File: config.mk
export PLATFORM = sky130hd
export DESIGN_NAME = key_event_decoder
export DESIGN_NICKNAME = d
export VERILOG_FILES = /design/src/rtl/key_evt_pkg.sv /design/src/rtl/key_evt_timer.sv /design/src/rtl/key_event_decoder.sv
export SDC_FILE = /design/constraint.sdc
export NUM_CORES = 1
export LEC_CHECK = 0
export CORE_ASPECT_RATIO = 2
export CORE_MARGIN = 2
export CORE_UTILIZATION = 50
export DETAILED_ROUTE_END_ITERATION = 8
export GPL_ROUTABILITY_DRIVEN = 0
export PLACE_DENSITY_LB_ADDON = 0.1
export SKIP_CTS_REPAIR_TIMING = 1
export SYNTH_ARGS = -nofsm -noshare
export SYNTH_HDL_FRONTEND = slang
export SYNTH_SLANG_ARGS = --single-unit
File: constraint.sdc
create_clock -name clk -period 2 [get_ports clk]
set_input_delay 0.5 -clock clk [delete_from_list [all_inputs] [get_ports clk]]
set_output_delay 0.5 -clock clk [all_outputs]
set_load 0.005 [all_outputs]
File: src/rtl/key_evt_pkg.sv
// Shared definitions for the key gesture decoder: event codes, FSM states,
// timer limit selection and the ms-to-cycles helper.
package key_evt_pkg;

  localparam logic [2:0] EVT_NONE   = 3'd0;
  localparam logic [2:0] EVT_SINGLE = 3'd1;
  localparam logic [2:0] EVT_DOUBLE = 3'd2;
  localparam logic [2:0] EVT_LONG   = 3'd3;
  localparam logic [2:0] EVT_REPEAT = 3'd4;

  typedef enum logic [2:0] {
    ST_IDLE      = 3'd0,
    ST_PRESS1    = 3'd1,
    ST_LONG_HELD = 3'd2,
    ST_WAIT2     = 3'd3,
    ST_WAIT_REL  = 3'd4
  } state_e;

  typedef enum logic [1:0] {
    LIM_LONG   = 2'd0,
    LIM_DCLICK = 2'd1,
    LIM_REPEAT = 2'd2
  } lim_sel_e;

  function automatic logic [31:0] ms_to_cyc(input int unsigned clk_freq,
                                            input int unsigned ms);
    return 32'((clk_freq / 1000) * ms);
  endfunction

endpackage

File: src/rtl/key_evt_timer.sv
// 32-bit gesture timer: synchronous clear, count enable, and a terminal flag
// that is high when the count sits at (selected limit - 1).
module key_evt_timer
  import key_evt_pkg::*;
#(
  parameter logic [31:0] LONG_CYC   = 32'd2,
  parameter logic [31:0] DCLICK_CYC = 32'd2,
  parameter logic [31:0] REPEAT_CYC = 32'd2
) (
  input  logic     clk,
  input  logic     rst,
  input  logic     clr_i,
  input  logic     en_i,
  input  lim_sel_e lim_sel_i,
  output logic     term_o
);

  logic [31:0] cnt_q;
  logic [31:0] cnt_d;
  logic [31:0] limit;

  always_comb begin
    limit = LONG_CYC;
    case (lim_sel_i)
      LIM_DCLICK: limit = DCLICK_CYC;
      LIM_REPEAT: limit = REPEAT_CYC;
      default:    limit = LONG_CYC;
    endcase
  end

  assign term_o = (cnt_q == limit - 32'd1);

  // Clear wins over enable so a state change always restarts from zero.
  always_comb begin
    cnt_d = cnt_q;
    if (clr_i) begin
      cnt_d = '0;
    end else if (en_i) begin
      cnt_d = cnt_q + 32'd1;
    end
  end

  always_ff @(posedge clk) begin
    if (rst) begin
      cnt_q <= '0;
    end else begin
      cnt_q <= cnt_d;
    end
  end

endmodule

File: src/rtl/key_event_decoder.sv
// Classifies debounced key activity into single/double/long/repeat events and
// emits a registered one-cycle event strobe with a 3-bit code.
module key_event_decoder
  import key_evt_pkg::*;
#(
  parameter int unsigned CLK_FREQ  = 50_000_000,
  parameter int unsigned LONG_MS   = 1000,
  parameter int unsigned DCLICK_MS = 300,
  parameter int unsigned REPEAT_MS = 200
) (
  input  logic       clk,
  input  logic       rst,
  input  logic       key_press,
  input  logic       key_hold,
  output logic       evt_valid,
  output logic [2:0] evt_code,
  output logic       busy
);

  localparam logic [31:0] LONG_CYC   = ms_to_cyc(CLK_FREQ, LONG_MS);
  localparam logic [31:0] DCLICK_CYC = ms_to_cyc(CLK_FREQ, DCLICK_MS);
  localparam logic [31:0] REPEAT_CYC = ms_to_cyc(CLK_FREQ, REPEAT_MS);

  if (LONG_CYC < 32'd2 || DCLICK_CYC < 32'd2 || REPEAT_CYC < 32'd2) begin : g_bad_timing
    $error("key_event_decoder: every derived cycle constant must be >= 2");
  end

  state_e     state_q, state_d;
  logic [2:0] evt_d;
  logic       evt_valid_q;
  logic [2:0] evt_code_q;
  logic       tmr_clr, tmr_en, tmr_term;
  lim_sel_e   tmr_sel;

  key_evt_timer #(
    .LONG_CYC   (LONG_CYC),
    .DCLICK_CYC (DCLICK_CYC),
    .REPEAT_CYC (REPEAT_CYC)
  ) u_timer (
    .clk       (clk),
    .rst       (rst),
    .clr_i     (tmr_clr),
    .en_i      (tmr_en),
    .lim_sel_i (tmr_sel),
    .term_o    (tmr_term)
  );

  always_comb begin
    state_d = state_q;
    evt_d   = EVT_NONE;
    tmr_clr = 1'b0;
    tmr_en  = 1'b0;
    tmr_sel = LIM_LONG;
    case (state_q)
      ST_IDLE: begin
        tmr_clr = 1'b1;
        if (key_press) state_d = ST_PRESS1;
      end
      ST_PRESS1: begin
        tmr_sel = LIM_LONG;
        // Release is tested first so it beats a coincident long-press timeout.
        if (!key_hold) begin
          state_d = ST_WAIT2;
          tmr_clr = 1'b1;
        end else if (tmr_term) begin
          evt_d   = EVT_LONG;
          state_d = ST_LONG_HELD;
          tmr_clr = 1'b1;
        end else begin
          tmr_en = 1'b1;
        end
      end
      ST_LONG_HELD: begin
        tmr_sel = LIM_REPEAT;
        if (!key_hold) begin
          state_d = ST_IDLE;
          tmr_clr = 1'b1;
        end else if (tmr_term) begin
          evt_d   = EVT_REPEAT;
          tmr_clr = 1'b1;
        end else begin
          tmr_en = 1'b1;
        end
      end
      ST_WAIT2: begin
        tmr_sel = LIM_DCLICK;
        if (key_press) begin
          evt_d   = EVT_DOUBLE;
          state_d = ST_WAIT_REL;
          tmr_clr = 1'b1;
        end else if (tmr_term) begin
          evt_d   = EVT_SINGLE;
          state_d = ST_IDLE;
          tmr_clr = 1'b1;
        end else begin
          tmr_en = 1'b1;
        end
      end
      ST_WAIT_REL: begin
        tmr_clr = 1'b1;
        if (!key_hold) state_d = ST_IDLE;
      end
      default: begin
        state_d = ST_IDLE;
        tmr_clr = 1'b1;
      end
    endcase
  end

  always_ff @(posedge clk) begin
    if (rst) begin
      state_q     <= ST_IDLE;
      evt_valid_q <= 1'b0;
      evt_code_q  <= EVT_NONE;
    end else begin
      state_q     <= state_d;
      evt_valid_q <= (evt_d != EVT_NONE);
      evt_code_q  <= evt_d;
    end
  end

  assign evt_valid = evt_valid_q;
  assign evt_code  = evt_code_q;
  assign busy      = (state_q != ST_IDLE);

endmodule

==> results of run 1 <==
## sequential cells by signal, indices dropped and copies added, names as in the netlist
register       flops
state_q            3
evt_valid          1
u_timer.cnt_q     32
evt_code           3
## metal layers
metal	GRT usage	wire (um)	vias to the layer above
li1	-	-	854
met1	0.2351	1708	843
met2	0.4244	2607	30
met3	0.04921	113	11
met4	0.1216	136	0
met5	0	0	-
## cell usage after synthesis (all sizes together), types with 3 or more instances
| cell | number |
|---|---|
| dfxtp | 39 |
| nor2 | 38 |
| xnor2 | 25 |
| nor3 | 12 |
| nand3 | 11 |
| nand2 | 10 |
| and3 | 9 |
| inv | 8 |
| nand4 | 8 |
| o21ai | 7 |
| a21oi | 5 |
| buf | 5 |
| nor4 | 5 |
| and4 | 4 |
| clkbuf | 4 |
| nand3b | 4 |
| or3 | 4 |
| nor2b | 3 |
| xor2 | 3 |
## stage by stage
step,cells,power (W)
2_1_floorplan,229,0.0008585
3_3_place_gp,302,0.0009029
3_5_place_dp,302,0.0009066
4_1_cts,310,0.001680
5_1_grt,310,0.001723
6_report,310,0.001671
## worst max-delay path, cell delays in order (launching register included)
cell,delay (ns)
dfxtp_1,0.34
nor4b_1,0.38
and4_1,0.33
nand4_4,0.12
or4b_1,0.52
a31oi_1,0.18
## power breakdown
group,switching (W),internal [W]
combinational,0.0000513,0.0000476
clock,0.000284,0.000497
sequential,0.00000865,0.000782
## final cells by class
| type | instances | area share |
|---|---|---|
| Multi-Input combinational cell | 173 | 0.4569 |
| Tap cell | 49 | 0.02574 |
| Clock inverter | 3 | 0.02836 |
| Clock buffer | 5 | 0.02889 |
| Inverter | 8 | 0.01261 |
| Sequential cell | 39 | 0.3288 |
| Timing Repair Buffer | 33 | 0.1187 |
## how the worst max path moves through the flow
stage	endpoint	slack, ns	cells after the start
2_1_floorplan	state_q[1]	0.17	5
3_3_place_gp	u_timer.cnt_q[28]	0.08	7
3_5_place_dp	u_timer.cnt_q[28]	-0.03	7
4_1_cts	busy	-0.15	3
5_1_grt	u_timer.cnt_q[30]	0.009	5
6_report	state_q[1]	0.06	5
## kinds of logic after synthesis
logic type               count (synthesis)  share of synthesized area
AO/OA/AOI/OAI                           22                    0.07427
XOR/XNOR                                28                     0.1277
adder cells (fa/ha/maj)                  1                   0.006514
buffers and inverters                   17                    0.03648
flip-flops                              39                     0.4065
AND/OR/NAND/NOR                        122                     0.3485
==> metrics.md, run 1 <==
| Metric | Value |
|---|---|
| Outcome | `completed` |
| #FFs+latches synth | `39` |
| Initial core utilization | `0.5268` |
| Req. time, crit path | `2.22 ns` |
| Commonest non-fill, non-tap cell in the layout | `nor2_1` |
| Pin count of the biggest net entering global routing | `32` |
| P&R area growth vs syn | `24.04%` |
| Hold EP | `u_timer.cnt_q[30]` |
| Post-route setup slack | `approximately 0.063 ns` |
| FP Rows | `31` |
| Router iterations before antenna repair | `4` |
| Synth top area cells | `dfxtp_1, xnor2_1, nor2_1` |
| Slew Viols, Final | `0` |
| DR vias | `roughly 1700` |
| Final Hold Vio Count | `0` |
| Drt initial violations | `44` |
| Post-layout net count | `265` |
| CTS tree | `yes` |
| Max Clock Freq | `around 520 MHz` |
| Most frequent cells in the layout | `nor2_1, dfxtp_1, xnor2_1` |
| R2R Setup Slk | `around 0.063 ns` |
| Worst min-delay path class | `flop to flop` |
| Register area | `about 800 um2` |
| Syn_nets | `~230` |
| WHS Path Cells | `2` |
| Num CTS Buffers | `5` |
| R2r worst-path depth | `5` |
| Die ar. | `4383 um2` |
| Post-DRT Antenna Nets | `0` |
| Cell taking the most area after synthesis | `dfxtp_1` |
| Dpl cell area | `~2200 um2` |
| Post-route cell area | `between 2000 and 2500 um2` |
| Place WS | `-0.02957 ns` |
| Share of post-route cells with drive strength above 1 | `0.1648` |
| Period utilization | `0.9685` |
| RSZ-0062 raised after global routing | `no` |
| Pwr Density | `about 700 nW/um2` |
| Hold path startpoint | `u_timer.cnt_q[30]` |
| Core region area | `between 3000 and 4000 um2` |
| Synthesized instance count | `229` |
| I/O pins | `9` |
| HPWL after DPL | `3448 um` |
| Syn_area_per_cell | `around 8.4 um2` |
| GRT Residual Overflow | `0` |
| Antenna diode count | `0` |
| H-tree Lvls | `2` |
| Layout Utilization | `0.6534` |
| Crit path launch type | `flop` |
| Critical path class | `flop to flop` |
| Post-synth EDFFs | `0` |
| DRC viols | `0` |
| Area occupied by multi-input gates | `1089 um2` |
| Filler cells | `between 300 and 400` |
| CP Data Arrival Time | `2.16 ns` |
| Syn. warnings | `0` |
| Root Driver | `clkbuf_8` |
| Synthesized cell area | `1921 um2` |
| TNS Setup | `0 ns` |
| Slew @ Worst Pin | `between 0.4 and 0.5 ns` |
| Wire length per cell | `14.73 um` |
| Leak | `between 0.7 and 0.8 nW` |
| Final wirelength | `roughly 4600 um` |
| Sequential area share after synthesis | `0.4065` |
| Worst Hold Slack | `just over 0.5 ns` |
| Async set-reset flop share out of synthesis | `0` |
| Die H | `91.65 um` |
| Worst vdd ir | `between 600 and 700 uV` |
| TritonCTS Sinks | `39` |
| R2R Path Start | `u_timer.cnt_q[24]` |
| Via/cell ratio | `5.606` |
| Worst-path clk slew | `roughly 0.08 ns` |
| Final Setup Violations | `0` |
| Initial antenna violation count | `0` |
| Slew margin rel. | `0.7106` |
| Min Tclk post-route | `1.937 ns` |
| Clk buf depth | `2` |
| Clk_lat worst skew | `around 0.29 ns` |
| Max Cap Viol | `0` |
| Chip Width | `about 48 um` |
| Skew final | `approximately 0.0031 ns` |
| IO buf count | `8` |
| RR Endpoint | `state_q[1]` |
| Crit Path Max Fanout | `3` |
| Setup crit start | `u_timer.cnt_q[24]` |
| First-pass GRT wire length | `7631 um` |
| Dominant synthesized flop cell | `dfxtp_1` |
| Post-synth cell types | `41` |
| Area share of the largest cell type after synthesis | `0.4065` |
| GR Util All Layers | `0.2389` |
| CP endpoint kind | `flop` |
| Vias in the first global route | `roughly 1800` |
Note: power is estimated with default switching activity, not from simulation.
==> run 2, diff against run 1 <==
--- a/config.mk
+++ b/config.mk
@@ -12,6 +12,7 @@
 export GPL_ROUTABILITY_DRIVEN = 0
 export PLACE_DENSITY_LB_ADDON = 0.1
 export SKIP_CTS_REPAIR_TIMING = 1
+export SLEW_MARGIN = 10
 export SYNTH_ARGS = -nofsm -noshare
 export SYNTH_HDL_FRONTEND = slang
 export SYNTH_SLANG_ARGS = --single-unit
==> results of run 2 <==
Same layout as run 1: the final DEF is identical, and so are final timing and power.
